<file path="src/rtl/seg7_pkg.sv">
// rtl/seg7_pkg.sv - shared types, constants and hex decoder for the 7-segment scan controller
package seg7_pkg;

  localparam int WORD_W = 16;

  localparam logic [6:0] SEG_0 = 7'h3F;
  localparam logic [6:0] SEG_1 = 7'h06;
  localparam logic [6:0] SEG_2 = 7'h5B;
  localparam logic [6:0] SEG_3 = 7'h4F;
  localparam logic [6:0] SEG_4 = 7'h66;
  localparam logic [6:0] SEG_5 = 7'h6D;
  localparam logic [6:0] SEG_6 = 7'h7D;
  localparam logic [6:0] SEG_7 = 7'h07;
  localparam logic [6:0] SEG_8 = 7'h7F;
  localparam logic [6:0] SEG_9 = 7'h6F;
  localparam logic [6:0] SEG_A = 7'h77;
  localparam logic [6:0] SEG_B = 7'h7C;
  localparam logic [6:0] SEG_C = 7'h39;
  localparam logic [6:0] SEG_D = 7'h5E;
  localparam logic [6:0] SEG_E = 7'h79;
  localparam logic [6:0] SEG_F = 7'h71;

  typedef enum logic [1:0] {
    ST_IDLE,
    ST_LOAD,
    ST_WAIT,
    ST_NEXT
  } ctrl_state_e;

  typedef struct packed {
    logic       en;
    logic       dp;
    logic [3:0] hex;
  } digit_t;

  function automatic logic [6:0] hexdecode(input logic [3:0] h);
    case (h)
      4'h0: return SEG_0;
      4'h1: return SEG_1;
      4'h2: return SEG_2;
      4'h3: return SEG_3;
      4'h4: return SEG_4;
      4'h5: return SEG_5;
      4'h6: return SEG_6;
      4'h7: return SEG_7;
      4'h8: return SEG_8;
      4'h9: return SEG_9;
      4'hA: return SEG_A;
      4'hB: return SEG_B;
      4'hC: return SEG_C;
      4'hD: return SEG_D;
      4'hE: return SEG_E;
      default: return SEG_F;
    endcase
  endfunction

endpackage

</file>
<file path="src/rtl/seg7_scan_ctrl_if.sv">
// rtl/seg7_scan_ctrl_if.sv - host-side write/commit/status bundle of the scan controller
interface seg7_scan_ctrl_if;
  logic       wr_en;
  logic [2:0] wr_addr;
  logic [5:0] wr_data;
  logic       commit;
  logic       blank;
  logic       commit_pending;
  logic       commit_ack;
  logic       frame_start;

  modport master (
    output wr_en, wr_addr, wr_data, commit, blank,
    input  commit_pending, commit_ack, frame_start
  );

  modport slave (
    input  wr_en, wr_addr, wr_data, commit, blank,
    output commit_pending, commit_ack, frame_start
  );
endinterface

</file>
<file path="src/rtl/hc595_shifter.sv">
// rtl/hc595_shifter.sv - serialises one word LSB first into a 74HC595 chain, then pulses the latch
module hc595_shifter
  import seg7_pkg::*;
(
  input  logic              clk,
  input  logic              rst_n,
  input  logic              tick,
  input  logic              start,
  input  logic [WORD_W-1:0] word,
  output logic              busy,
  output logic              done,
  output logic              sclk,
  output logic              ser,
  output logic              rclk
);

  localparam logic [5:0] LATCH_PH = 6'(2 * WORD_W);

  logic [WORD_W-1:0] sr;
  logic [5:0]        ph;
  logic              fin;

  // ph walks two phases per bit, then the latch-high and latch-low ticks
  always_ff @(posedge clk or negedge rst_n) begin
    if (!rst_n) begin
      sr   <= '0;
      ph   <= '0;
      fin  <= 1'b0;
      busy <= 1'b0;
      done <= 1'b0;
      sclk <= 1'b0;
      ser  <= 1'b0;
      rclk <= 1'b0;
    end else begin
      done <= 1'b0;
      if (!busy) begin
        if (start) begin
          sr   <= word;
          ph   <= '0;
          busy <= 1'b1;
        end
      end else if (fin) begin
        fin  <= 1'b0;
        busy <= 1'b0;
        done <= 1'b1;
      end else if (tick) begin
        ph <= ph + 6'd1;
        if (ph < LATCH_PH) begin
          if (!ph[0]) begin
            sclk <= 1'b0;
            ser  <= sr[0];
            sr   <= sr >> 1;
          end else begin
            sclk <= 1'b1;
          end
        end else if (ph == LATCH_PH) begin
          sclk <= 1'b0;
          rclk <= 1'b1;
        end else begin
          rclk <= 1'b0;
          fin  <= 1'b1;
        end
      end
    end
  end

endmodule

</file>
<file path="src/rtl/seg7_scan_ctrl.sv">
// rtl/seg7_scan_ctrl.sv - tear-free 8-digit 7-segment refresh controller over cascaded 74HC595s
module seg7_scan_ctrl
  import seg7_pkg::*;
#(
  parameter int CLK_DIV    = 12500,
  parameter int NUM_DIGITS = 8
) (
  input  logic          clk,
  input  logic          rst_n,
  seg7_scan_ctrl_if.slave host,
  output logic          sclk,
  output logic          ser,
  output logic          rclk,
  output logic          srclr_n
);

  localparam int         CW       = (CLK_DIV > 1) ? $clog2(CLK_DIV) : 1;
  localparam logic [2:0] LAST_IDX = 3'(NUM_DIGITS - 1);

  logic [CW-1:0] tick_cnt;
  logic          tick;
  digit_t        shadow [NUM_DIGITS];
  digit_t        active [NUM_DIGITS];
  digit_t        cur;
  logic          pending_q;
  ctrl_state_e   state_q, state_d;
  logic [2:0]    idx_q, idx_d;
  logic          start, swap, fs;
  logic [7:0]    seg, dig_n;
  logic          sh_busy, sh_done;

  assign tick = (tick_cnt == CW'(CLK_DIV - 1));

  always_ff @(posedge clk or negedge rst_n) begin
    if (!rst_n) tick_cnt <= '0;
    else if (tick) tick_cnt <= '0;
    else tick_cnt <= tick_cnt + 1'b1;
  end

  always_ff @(posedge clk or negedge rst_n) begin
    if (!rst_n) srclr_n <= 1'b0;
    else srclr_n <= 1'b1;
  end

  // The swap copies the pre-edge shadow, so a same-cycle write lands only in the shadow
  always_ff @(posedge clk or negedge rst_n) begin
    if (!rst_n) begin
      for (int i = 0; i < NUM_DIGITS; i++) begin
        shadow[i] <= '0;
        active[i] <= '0;
      end
    end else begin
      if (host.wr_en) shadow[host.wr_addr] <= digit_t'(host.wr_data);
      if (swap) active <= shadow;
    end
  end

  always_ff @(posedge clk or negedge rst_n) begin
    if (!rst_n) pending_q <= 1'b0;
    else if (host.commit) pending_q <= 1'b1;
    else if (swap) pending_q <= 1'b0;
  end

  always_ff @(posedge clk or negedge rst_n) begin
    if (!rst_n) begin
      state_q <= ST_IDLE;
      idx_q   <= '0;
    end else begin
      state_q <= state_d;
      idx_q   <= idx_d;
    end
  end

  always_comb begin
    state_d = state_q;
    idx_d   = idx_q;
    start   = 1'b0;
    fs      = 1'b0;
    swap    = 1'b0;
    case (state_q)
      ST_IDLE: state_d = ST_LOAD;
      ST_LOAD: begin
        start   = 1'b1;
        fs      = (idx_q == 3'd0);
        state_d = ST_WAIT;
      end
      ST_WAIT: if (sh_done) state_d = ST_NEXT;
      ST_NEXT: begin
        if (idx_q == LAST_IDX) begin
          swap  = pending_q;
          idx_d = '0;
        end else begin
          idx_d = idx_q + 3'd1;
        end
        state_d = ST_LOAD;
      end
      default: state_d = ST_IDLE;
    endcase
  end

  assign cur   = active[idx_q];
  assign seg   = (host.blank || !cur.en) ? 8'h00 : {cur.dp, hexdecode(cur.hex)};
  assign dig_n = ~(8'b1 << idx_q);

  assign host.commit_pending = pending_q;
  assign host.commit_ack     = swap;
  assign host.frame_start    = fs;

  hc595_shifter u_shifter (
    .clk   (clk),
    .rst_n (rst_n),
    .tick  (tick),
    .start (start),
    .word  ({seg, dig_n}),
    .busy  (sh_busy),
    .done  (sh_done),
    .sclk  (sclk),
    .ser   (ser),
    .rclk  (rclk)
  );

  logic unused_busy;
  assign unused_busy = sh_busy;

endmodule
</file>
<file path="src/flat_wrapper.sv">
// flat-port wrapper written by rule: the top's interface ports become plain ports
module seg7_scan_ctrl_flat import seg7_pkg::*;
#(
  parameter int CLK_DIV    = 12500,
  parameter int NUM_DIGITS = 8
)
  (clk, rst_n, sclk, ser, rclk, srclr_n, host_wr_en, host_wr_addr, host_wr_data, host_commit, host_blank, host_commit_pending, host_commit_ack, host_frame_start);
  seg7_scan_ctrl_if host_i ();
  input  logic clk;
  input  logic rst_n;
  output logic sclk;
  output logic ser;
  output logic rclk;
  output logic srclr_n;
  input wire logic [$bits(host_i.wr_en)-1:0] host_wr_en;
  input wire logic [$bits(host_i.wr_addr)-1:0] host_wr_addr;
  input wire logic [$bits(host_i.wr_data)-1:0] host_wr_data;
  input wire logic [$bits(host_i.commit)-1:0] host_commit;
  input wire logic [$bits(host_i.blank)-1:0] host_blank;
  output wire logic [$bits(host_i.commit_pending)-1:0] host_commit_pending;
  output wire logic [$bits(host_i.commit_ack)-1:0] host_commit_ack;
  output wire logic [$bits(host_i.frame_start)-1:0] host_frame_start;
  assign host_i.wr_en = host_wr_en;
  assign host_i.wr_addr = host_wr_addr;
  assign host_i.wr_data = host_wr_data;
  assign host_i.commit = host_commit;
  assign host_i.blank = host_blank;
  assign host_commit_pending = host_i.commit_pending;
  assign host_commit_ack = host_i.commit_ack;
  assign host_frame_start = host_i.frame_start;
  seg7_scan_ctrl #(.CLK_DIV(CLK_DIV), .NUM_DIGITS(NUM_DIGITS)) u_core (.clk(clk), .rst_n(rst_n), .host(host_i), .sclk(sclk), .ser(ser), .rclk(rclk), .srclr_n(srclr_n));
endmodule
</file>
<file path="config.mk">
export PLATFORM = sky130hd
export DESIGN_NAME = seg7_scan_ctrl_flat
export DESIGN_NICKNAME = d
export VERILOG_FILES = /design/src/rtl/seg7_pkg.sv /design/src/rtl/seg7_scan_ctrl_if.sv /design/src/rtl/hc595_shifter.sv /design/src/rtl/seg7_scan_ctrl.sv /design/src/flat_wrapper.sv
export SDC_FILE = /design/constraint.sdc
export NUM_CORES = 1
export LEC_CHECK = 0
export BUFFER_PORTS_ARGS = -buffer_cell sky130_fd_sc_hd__buf_2
export CORE_MARGIN = 3
export CORE_UTILIZATION = 43
export CTS_BUF_LIST = sky130_fd_sc_hd__clkbuf_8
export DETAILED_ROUTE_END_ITERATION = 7
export PLACE_DENSITY = 0.62
export SYNTH_ARGS = -nofsm -noshare
export SYNTH_HDL_FRONTEND = slang
export SYNTH_SLANG_ARGS = --single-unit
</file>
<file path="constraint.sdc">
create_clock -name clk -period 2.6 [get_ports clk]
set_clock_uncertainty 0.15 [all_clocks]
set_input_delay 0.13 -clock clk [delete_from_list [all_inputs] [get_ports clk]]
set_output_delay 0.13 -clock clk [all_outputs]
set_load 0.01 [all_outputs]
</file>
; Word level (Yosys, flattened, before mapping)
; Memories as Yosys holds them, arrays and structs flattened.
; Cells that the tools add are included.
[word_totals]
register_bits = 145
latch_bits = 0
ram_bits = 0
mem_bits_ro = 112
input_bits = 14
output_inout_bits = 7
wordCells = 141
memories = 1
[memory_table]
columns = memory, words, word_bits, rd, rd_ports_with_merged_regs, write_ports, line_no
row1 = (name not given), 16, 7, 1, 0, 0, seg7_pkg.sv:37  ; case (h)
[classes]
n_addsub = 3
mul = 0
div_mod_pow = 0
n_lt_le_gt_ge = 4
eq_ne = 11
shifts = 1
mux = 40
n_bitwise = 6
n_reduce_logical = 14
[op_table]
columns = op, n
row1 = two-way mux 16 bit, 6
row2 = bitwise mux 48 bit, 1
row3 = two-way mux 6 bit, 7
row4 = two-way mux 1 bit, 19
row5 = binary-select mux 6 bit (select 3 bit), 1
row6 = demux 6 bit (select 3 bit), 1
row7 = adder 14 x 1 -> 14 bit (second input constant), 1
row8 = == test 14 bit (second input constant), 1
row9 = two-way mux 14 bit, 1
row10 = AND reduction 5 bit, 2
row11 = >= comparator 4 bit (second input constant), 2
row12 = two-way mux 8 bit, 1
row13 = NOT 3 -> 4 bit, 2
row14 = NOT 8 bit, 1
row15 = AND reduction 4 bit, 2
row16 = left shift 1 x 3 -> 8 bit (first input constant), 1
row17 = adder 6 x 1 -> 6 bit (second input constant), 1
row18 = == test 6 bit (second input constant), 1
row19 = < comparator 6 bit (second input constant), 1
row20 = != test 2 bit (second input constant), 3
row21 = case mux 2 bit (3 select lines), 1
row22 = nonzero test 2 bit, 3
row23 = == test 2 bit (second input constant), 2
row24 = < comparator 4 x 1 -> 1 bit (second input constant), 1
row25 = other kinds (14), 17

; Logic depth before layout (Yosys ltp)
; Gate-level depths: netlist (run 1).
[logic_depth]
ltp_word = 9
mapped_depth = 9
depth_no_buf = 7

; Modules after synthesis
; From an unflattened synthesis (run 1), not the netlist that was laid out.
[unflattened]
cells_unflattened = 499
area_unflattened_um2 = 6686.4
[by_module_without_submodules]
columns = module, instances, cells_per_inst, area_each_um2, seq_area_each_um2
row1 = seg7_scan_ctrl, 1, 386, 5385.2, 2927.8
row2 = hc595_shifter, 1, 113, 1301.2, 700.7

; Worst setup path before layout (run 1)
; No wires, ideal clock.
[synth_path]
kind = register -> register
from = register u_core.idx_q[0]
to = register u_core.u_shifter.sr[8]
setup_ps = 64
arrival_ps = 2255
required_ps = 2386
path_slack_ps = 130
path_stages_with_launch = 9
n_path_buf = 2
period_less_slack_ps = 2470
cell_sequence = dfrtp_1 > buf_6 > buf_12 > mux4_1 > mux2_2 > ha_1 > or3_1 > o221ai_1 > o21a_1
[synth_via]
elab_chain_len = 9
elab_cells_between_ends = 10
cone_classes = 6 x mux / 1 x bitwise / 2 x reduce/logical / 1 x memory
[synth_lines]
columns = item, line_no
row1 = "start, declared", seg7_scan_ctrl.sv:27  ; logic [2:0] idx_q, idx_d;
row2 = "start signal, assigned", seg7_scan_ctrl.sv:70  ; idx_q <= idx_d;
row3 = NOT 3 -> 4 bit (not written as such) *, seg7_scan_ctrl.sv:101  ; assign cur = active[idx_q];
row4 = binary-select mux 6 bit (select 3 bit) *, seg7_scan_ctrl.sv:101
row5 = two-way mux 6 bit (not written as such) * (2 in series), seg7_scan_ctrl.sv:101
row6 = branches (longest 2 deep; another with memory (16 x 7 bit)), --
row7 = two-way mux 8 bit *, seg7_scan_ctrl.sv:102  ; assign seg = (host.blank || !cur.en) ? 8'h00 : {cur.dp, hexdecode(cur.hex)};
row8 = two-way mux 16 bit *, hc595_shifter.sv:37  ; if (start) begin
row9 = two-way mux 16 bit *, hc595_shifter.sv:36  ; if (!busy) begin
row10 = "end signal, assigned", hc595_shifter.sv:38  ; sr <= word;
row11 = "end signal, assigned", hc595_shifter.sv:52  ; sr <= sr >> 1;
row12 = "end, declared", hc595_shifter.sv:19  ; logic [WORD_W-1:0] sr;
; Every way passes the cells marked *. The select of a mux whose other input is x is not followed.
; A chain may end at the register's enable or synchronous reset.

; Worst setup path in the final report (run 1)
; Ends and elaborated chain as after synthesis.

==> flow_summary.ini, run 1 <==
[outcome]
status = completed

[floorplan]
die_h_um = 130
die_w_um = 130
core_area_um2 = 14800
rows = 44
die_area_um2 = 16900
io_pins = 21
initial_core_util_pct = 44.7

[logic_synthesis]
synth_fa_ha_area_share_pct = 3.78
muxShareOfSynthArea_pct = 23.2
ys.flop_type = dfrtp_1
syn_area_per_cell_um2 = 13.2
synth-seq-cells = 145
synth.cell_area_um2 = 6620
synth_edf_count = 0
synthArstFlopShare_pct = 100
yosysWarningCount = 0
synth_nets = 535
synthSimpleGateAreaFrac_pct = 8.02
synth_xor_area_share_pct = 2.25
synth_top_family_by_area = multiplexers
seq_area_frac_synth_pct = 54.8
synth_compound_area_share_pct = 5.48
synthDistinctLibCells = 54
synthCells = 501

[cells_and_area]
mostFrequentLayoutCells = dfrtp_1, mux2_2, nor2_1, a21oi_1, ha_1
final_common_cell = dfrtp_1
final_cell_area_um2 = 7510
layout.cells.non_filler = 746
num-nets-final = 584
diodes = 0
seqCellArea_um2 = 3630
multi_input_area_um2 = 2840
syn2layout_area_growth_pct = 13.4
fill_cells = 1273
fin_util_pct = 50.7
drive_gt1_share_pct = 33.8

[min_path]
hp-class = primary input to register
hold_depth = 3
whs_endpoint = u_core.shadow[34]$_DFFE_PN0P_
worstHoldStart = host_wr_addr[0]

[clock_tree]
root_buffer = clkbuf_8
numCtsBuffers = 17
h-tree-depth = 4
insertion_delay_ps = 440
clockBufferDepth = 2
clkSlewWorstSetupHoldPaths_ps = 90
cts_tree = built
cts_sinks = 145

[global_routing]
grt_max_degree = 66
grtUsageTotal_pct = 16.4
grt_pass1_vias = 4034
antenna_found_initial = 0
grt.overflow.total = 0
grt_pass1_wl_um = 21200

[routing]
drc_errors = 0
wl_per_cell_um = 16.8
via_count = 4000
finalWirelength_um = 12500
avgViaCountPerCell = 5.36
drt_iter0_drc = 183
drt_first_pass_iters = 4
ant_nets = 0

[place]
pre_cts_slack_ps = -0.796
placedCellCount = 705
hpwl_um = 8550
placed_cell_area_um2 = 7020
gp_congestion = 0.837
portBuffers = 20

[setup_path]
regToRegEndpoint = u_core.u_shifter.sr[8]$_DFFE_PN0P_
cp.arrival_ps = 2650
rrSetupSlack_ps = 170
timing.rr.start = u_core.idx_q[0]$_DFFE_PN0P_
crit_type = register to register
endpoint_kind = register
cp-start-kind = register
cp.required_ps = 2820
cp_max_fo = 7
r2r_cells = 6

[sta]
rsz0062_at_grt = no
period_share_pct = 93.4
finalHoldViolCount = 0
setup_viol = 0
fin_tns_setup_ps = 0
finalCriticalPeriod_ps = 2430
layout_setup_ws_ps = 171
tightest_slew_ps = 622
fmax_mhz = 412
drv_slew = 0
slew_headroom_pct = 58.5

[pwr]
ir_drop_mv = 0.561
p_leak_nw = 3.51
power_density_nw_per_um2 = 591

[run]
maxCapViolations = 0
## cell usage after synthesis, drive strengths merged, types with 5 or more instances
cell,instances,area [µm²]
buf,11,76.3
xnor2,7,61.3
nor2,36,135
and3,5,31.3
mux2,100,1130
nor3,7,46.3
mux4,12,282
clkbuf,8,30.0
dfrtp,145,3630
inv,12,45.0
o21ai,11,55.1
nand3,13,65.1
nand2,19,71.3
mux2i,10,129
a21oi,29,145
xor2,10,87.6
ha,20,250
## cells by family after synthesis
logic type	Yosys count
xor gates and xnor gates	17
buffers and inverters	32
other	1
AOI/OAI and AO/OA	60
muxes	122
and+or+nand+nor	104
DFF	145
adders and majority gates	20
## where the power goes
part	switching, mW	internal, mW
logic	0.113	0.152
registers	0.0766	2.42
clock network	0.885	0.789
total	1.07	3.36
## worst max-delay path by stage
stage,startpoint,end,cells past startpoint
final,u_core.idx_q[0]$_DFFE_PN0P_,u_core.u_shifter.sr[8]$_DFFE_PN0P_,6
after global routing,u_core.idx_q[0]$_DFFE_PN0P_,host_commit_ack,6
after CTS,u_core.idx_q[0]$_DFFE_PN0P_,u_core.u_shifter.sr[12]$_DFFE_PN0P_,6
after detailed placement,u_core.idx_q[0]$_DFFE_PN0P_,u_core.u_shifter.sr[14]$_DFFE_PN0P_,6
after global placement,u_core.idx_q[0]$_DFFE_PN0P_,u_core.u_shifter.sr[8]$_DFFE_PN0P_,6
after floorplan,u_core.idx_q[0]$_DFFE_PN0P_,u_core.u_shifter.sr[8]$_DFFE_PN0P_,8
## per-layer routing
metal / track usage, % / wire length, µm / vias up
met5: 0 / 0 / -
met4: 4.77 / 111 / 0
met3: 4.54 / 359 / 6
met2: 25.3 / 5880 / 46
met1: 23.0 / 6160 / 2046
li1: - / - / 1902
## sequential cells by signal, summed over array words and instances (netlist names), 2 cells and up
register,cells
u_core.active,48
u_core.shadow,48
u_core.tick_cnt,14
u_core.u_shifter.ph,6
u_core.state_q,2
u_core.u_shifter.sr,16
u_core.idx_q,3
## what timing repair did
item	in CTS	in global routing
gates resized for setup	1	0
endpoints found under the setup margin	4	4
buffers inserted	0	1
gates cloned	0	0
hold buffers	9	0
hold endpoints to repair	118	0
## per-stage QoR
step                      hold WS [ps]  power [mW]
after floorplan                   -316        2.68
after global placement            20.6        2.78
after detailed placement          21.5        2.80
after CTS                         16.4        4.50
after global routing              36.6        4.66
final                             59.0        4.43
## critical path, stage by stage, from the launching register on
cell and delay (ps):
dfrtp_2 480, mux4_1 560, mux2_2 340, ha_1 240
or3_1 380, o221ai_1 80, o21a_1 130
## layout make-up
type	count	area share, %
sequential	145	48.4
multi-input combinational	324	37.8
tap	184	3.07
clock inverter	13	1.70
timing repair buffer	49	5.12
inverter	13	0.650
clock buffer	18	3.30
No activity file was read; power rests on OpenSTA's default activity.
==> inputs of run 2 (changes only) <==
--- a/config.mk
+++ b/config.mk
@@ -5,6 +5,7 @@
 export SDC_FILE = /design/constraint.sdc
 export NUM_CORES = 1
 export LEC_CHECK = 0
+export ABC_AREA = 1
 export BUFFER_PORTS_ARGS = -buffer_cell sky130_fd_sc_hd__buf_2
 export CORE_MARGIN = 3
 export CORE_UTILIZATION = 43
@@ -13,4 +14,5 @@
 export PLACE_DENSITY = 0.62
 export SYNTH_ARGS = -nofsm -noshare
 export SYNTH_HDL_FRONTEND = slang
+export SYNTH_HIERARCHICAL = 1
 export SYNTH_SLANG_ARGS = --single-unit
==> run 2 against run 1 <==
Against the previous run: via count grew 34%; sequential power is essentially flat; global-route usage grew 1.3 points; first-iteration DRC count grew 110%; core utilization shrank 1.3 points; worst setup slack gained 120 ps; critical path type unchanged; die area grew 6.0%; combinational power shrank 15%; critical endpoint is now u_core/u_shifter/sr[8]$_DFFE_PN0P_; largest cell class unchanged; fmax grew 5.3%.
==> flow_summary.ini, run 2 <==
[sta]
period_share_pct = 88.7
layout_setup_ws_ps = 294
fmax_mhz = 434
finalCriticalPeriod_ps = 2310
finalHoldViolCount = 0
setup_viol = 0
drv_slew = 0
rsz0062_at_grt = no
fin_tns_setup_ps = 0
hold-worst-slack_ps = 68.0

[routing]
avgViaCountPerCell = 4.76
wl_per_cell_um = 13.2
drc_errors = 0
ant_nets = 0
drt_first_pass_iters = 5
drt_iter0_drc = 391
finalWirelength_um = 14900
via_count = 5370

[place]
gp_congestion = 0.834
placedCellCount = 1089
hpwl_um = 9740
portBuffers = 20
pre_cts_slack_ps = 300
placed_cell_area_um2 = 7350

[cells_and_area]
fill_cells = 1581
layout.cells.non_filler = 1129
reg_top3 = u_core/active x48, u_core/shadow x48, u_core/u_shifter/sr x16
seqCellArea_um2 = 3630
final_cell_area_um2 = 7880
syn2layout_area_growth_pct = 12.0
diodes = 0
multi_input_area_um2 = 2870
final_common_cell = nand2_1
drive_gt1_share_pct = 10.3
num-nets-final = 935
mostFrequentLayoutCells = nand2_1, dfrtp_1, o21ai_0, inv_1

[logic_synthesis]
synthCells = 873
synth_most_common_cell = nand2_1
synth_area_leaders = dfrtp_1, nand2_1, o21ai_0
ys.flop_type = dfrtp_1
synth_common_cells = nand2_1, dfrtp_1, o21ai_0, inv_1
syn_area_per_cell_um2 = 8.06
synthDistinctLibCells = 36
yosysWarningCount = 6
synth.cell_area_um2 = 7040
synth_edf_count = 0
synth-seq-cells = 145
yosysTopAreaCell = dfrtp_1
synth_top_cell_area_share_pct = 51.6
synth_nets = 907
seq_area_frac_synth_pct = 51.6
synthArstFlopShare_pct = 100

[global_routing]
grt_pass1_wl_um = 25500
antenna_found_initial = 0
grtUsageTotal_pct = 17.7
grt.overflow.total = 0
grt_max_degree = 88
grt_pass1_vias = 5126

[setup_path]
cp_max_fo = 29
regToRegEndpoint = u_core/u_shifter/sr[8]$_DFFE_PN0P_
cp-start-kind = register
cp.arrival_ps = 2540
startpoint = u_core/idx_q[0]$_DFFE_PN0P_
rrSetupSlack_ps = 290
timing.rr.start = u_core/idx_q[0]$_DFFE_PN0P_
r2r_cells = 17
crit_type = register to register
cp.required_ps = 2830
endpoint_kind = register

[outcome]
status = completed

[clock_tree]
cts_sinks = 145
cts_tree = built
clkSlewWorstSetupHoldPaths_ps = 90
root_buffer = clkbuf_8
numCtsBuffers = 17
insertion_delay_ps = 450
cts_setup_buffers = 0
h-tree-depth = 4
clockBufferDepth = 2

[run]
maxCapViolations = 0

[floorplan]
rows = 46
io_pins = 21
initial_core_util_pct = 44.1
die_w_um = 134
die_h_um = 134
core_area_um2 = 15900
die_area_um2 = 17900

[min_path]
hp-class = primary input to register
hold_depth = 6
whs_endpoint = u_core/shadow[4]$_DFFE_PN0P_
worstHoldStart = host_wr_addr[0]

[pwr]
power_density_nw_per_um2 = 590
ir_drop_mv = 0.377
p_leak_nw = 3.93
## run 2: changes by cell type after synthesis, sizes merged, moves of 5 or more
cell   change
a21oi     -10
and3       -5
buf       +12
inv       +74
mux2     -100
mux2i     -10
mux4      -12
nand2    +317
nand3     +47
nor2      +19
o21ai     +83
xnor2      -7
xor2       -7
## run 2: kinds of logic after synthesis
kind of cell,count (synthesis),synth area share [%]
AOI/OAI and AO/OA,116,8.43
xor gates and xnor gates,3,0.374
adders and majority gates,20,3.56
buffers and inverters,121,7.70
DFF,145,51.6
other,1,0.0533
and+or+nand+nor,467,28.3
## run 2: through the flow
stage,power (mW),utilization [%]
floorplan,2.61,-
global placement,2.72,46.1
detailed placement,2.73,46.1
CTS,4.71,49.4
global route,4.85,49.4
finish,4.65,49.4
## run 2: final cells by class
| class | count | share of cell area (%) |
|---|---|---|
| clock buffers | 18 | 3.14 |
| clock inverters | 13 | 2.32 |
| flip-flops and latches | 145 | 46.1 |
| repair buffers | 43 | 4.43 |
| well taps | 216 | 3.43 |
| inverters | 87 | 4.24 |
| multi-input cells | 607 | 36.4 |
## run 2: where the power goes
group / internal (mW) / switching [mW]
registers: 2.40 / 0.0750
logic: 0.0838 / 0.142
clock network: 1.07 / 0.884
total: 3.55 / 1.10
## run 2: worst max path at each step
stage | end | slack (ps)
floorplan | u_core/u_shifter/sr[8]$_DFFE_PN0P_ | 460
global placement | u_core/u_shifter/sr[8]$_DFFE_PN0P_ | 340
detailed placement | u_core/u_shifter/sr[8]$_DFFE_PN0P_ | 300
CTS | host_commit_ack | 140
global route | u_core/u_shifter/sr[8]$_DFFE_PN0P_ | 10
finish | u_core/u_shifter/sr[8]$_DFFE_PN0P_ | 290
## run 2: layer usage
metal / routed length (µm) / GRT usage [%]
met1: 7580 / 25.6
met2: 6620 / 26.9
met3: 550 / 3.98
met4: 133 / 5.37
met5: 0 / 0
## run 2: worst max-delay path: stages (launching register included)
cell,delay (ps)
dfrtp_1,400
buf_12,170
inv_6,90
nand2_1,50
nand3_1,70
nand3_1,70
nand2_1,220
inv_1,130
ha_1,240
inv_1,80
nand3_1,100
nand3_1,90
nand2_1,50
nor2_1,80
nand2_1,50
nand2_1,60
nand2_1,50
nand2_1,60
## run 2: timing repair
item	CTS	global route
hold buffers	9	0
endpoints found under the hold margin	194	0
resized for setup	0	1
endpoints found under the setup margin	0	1
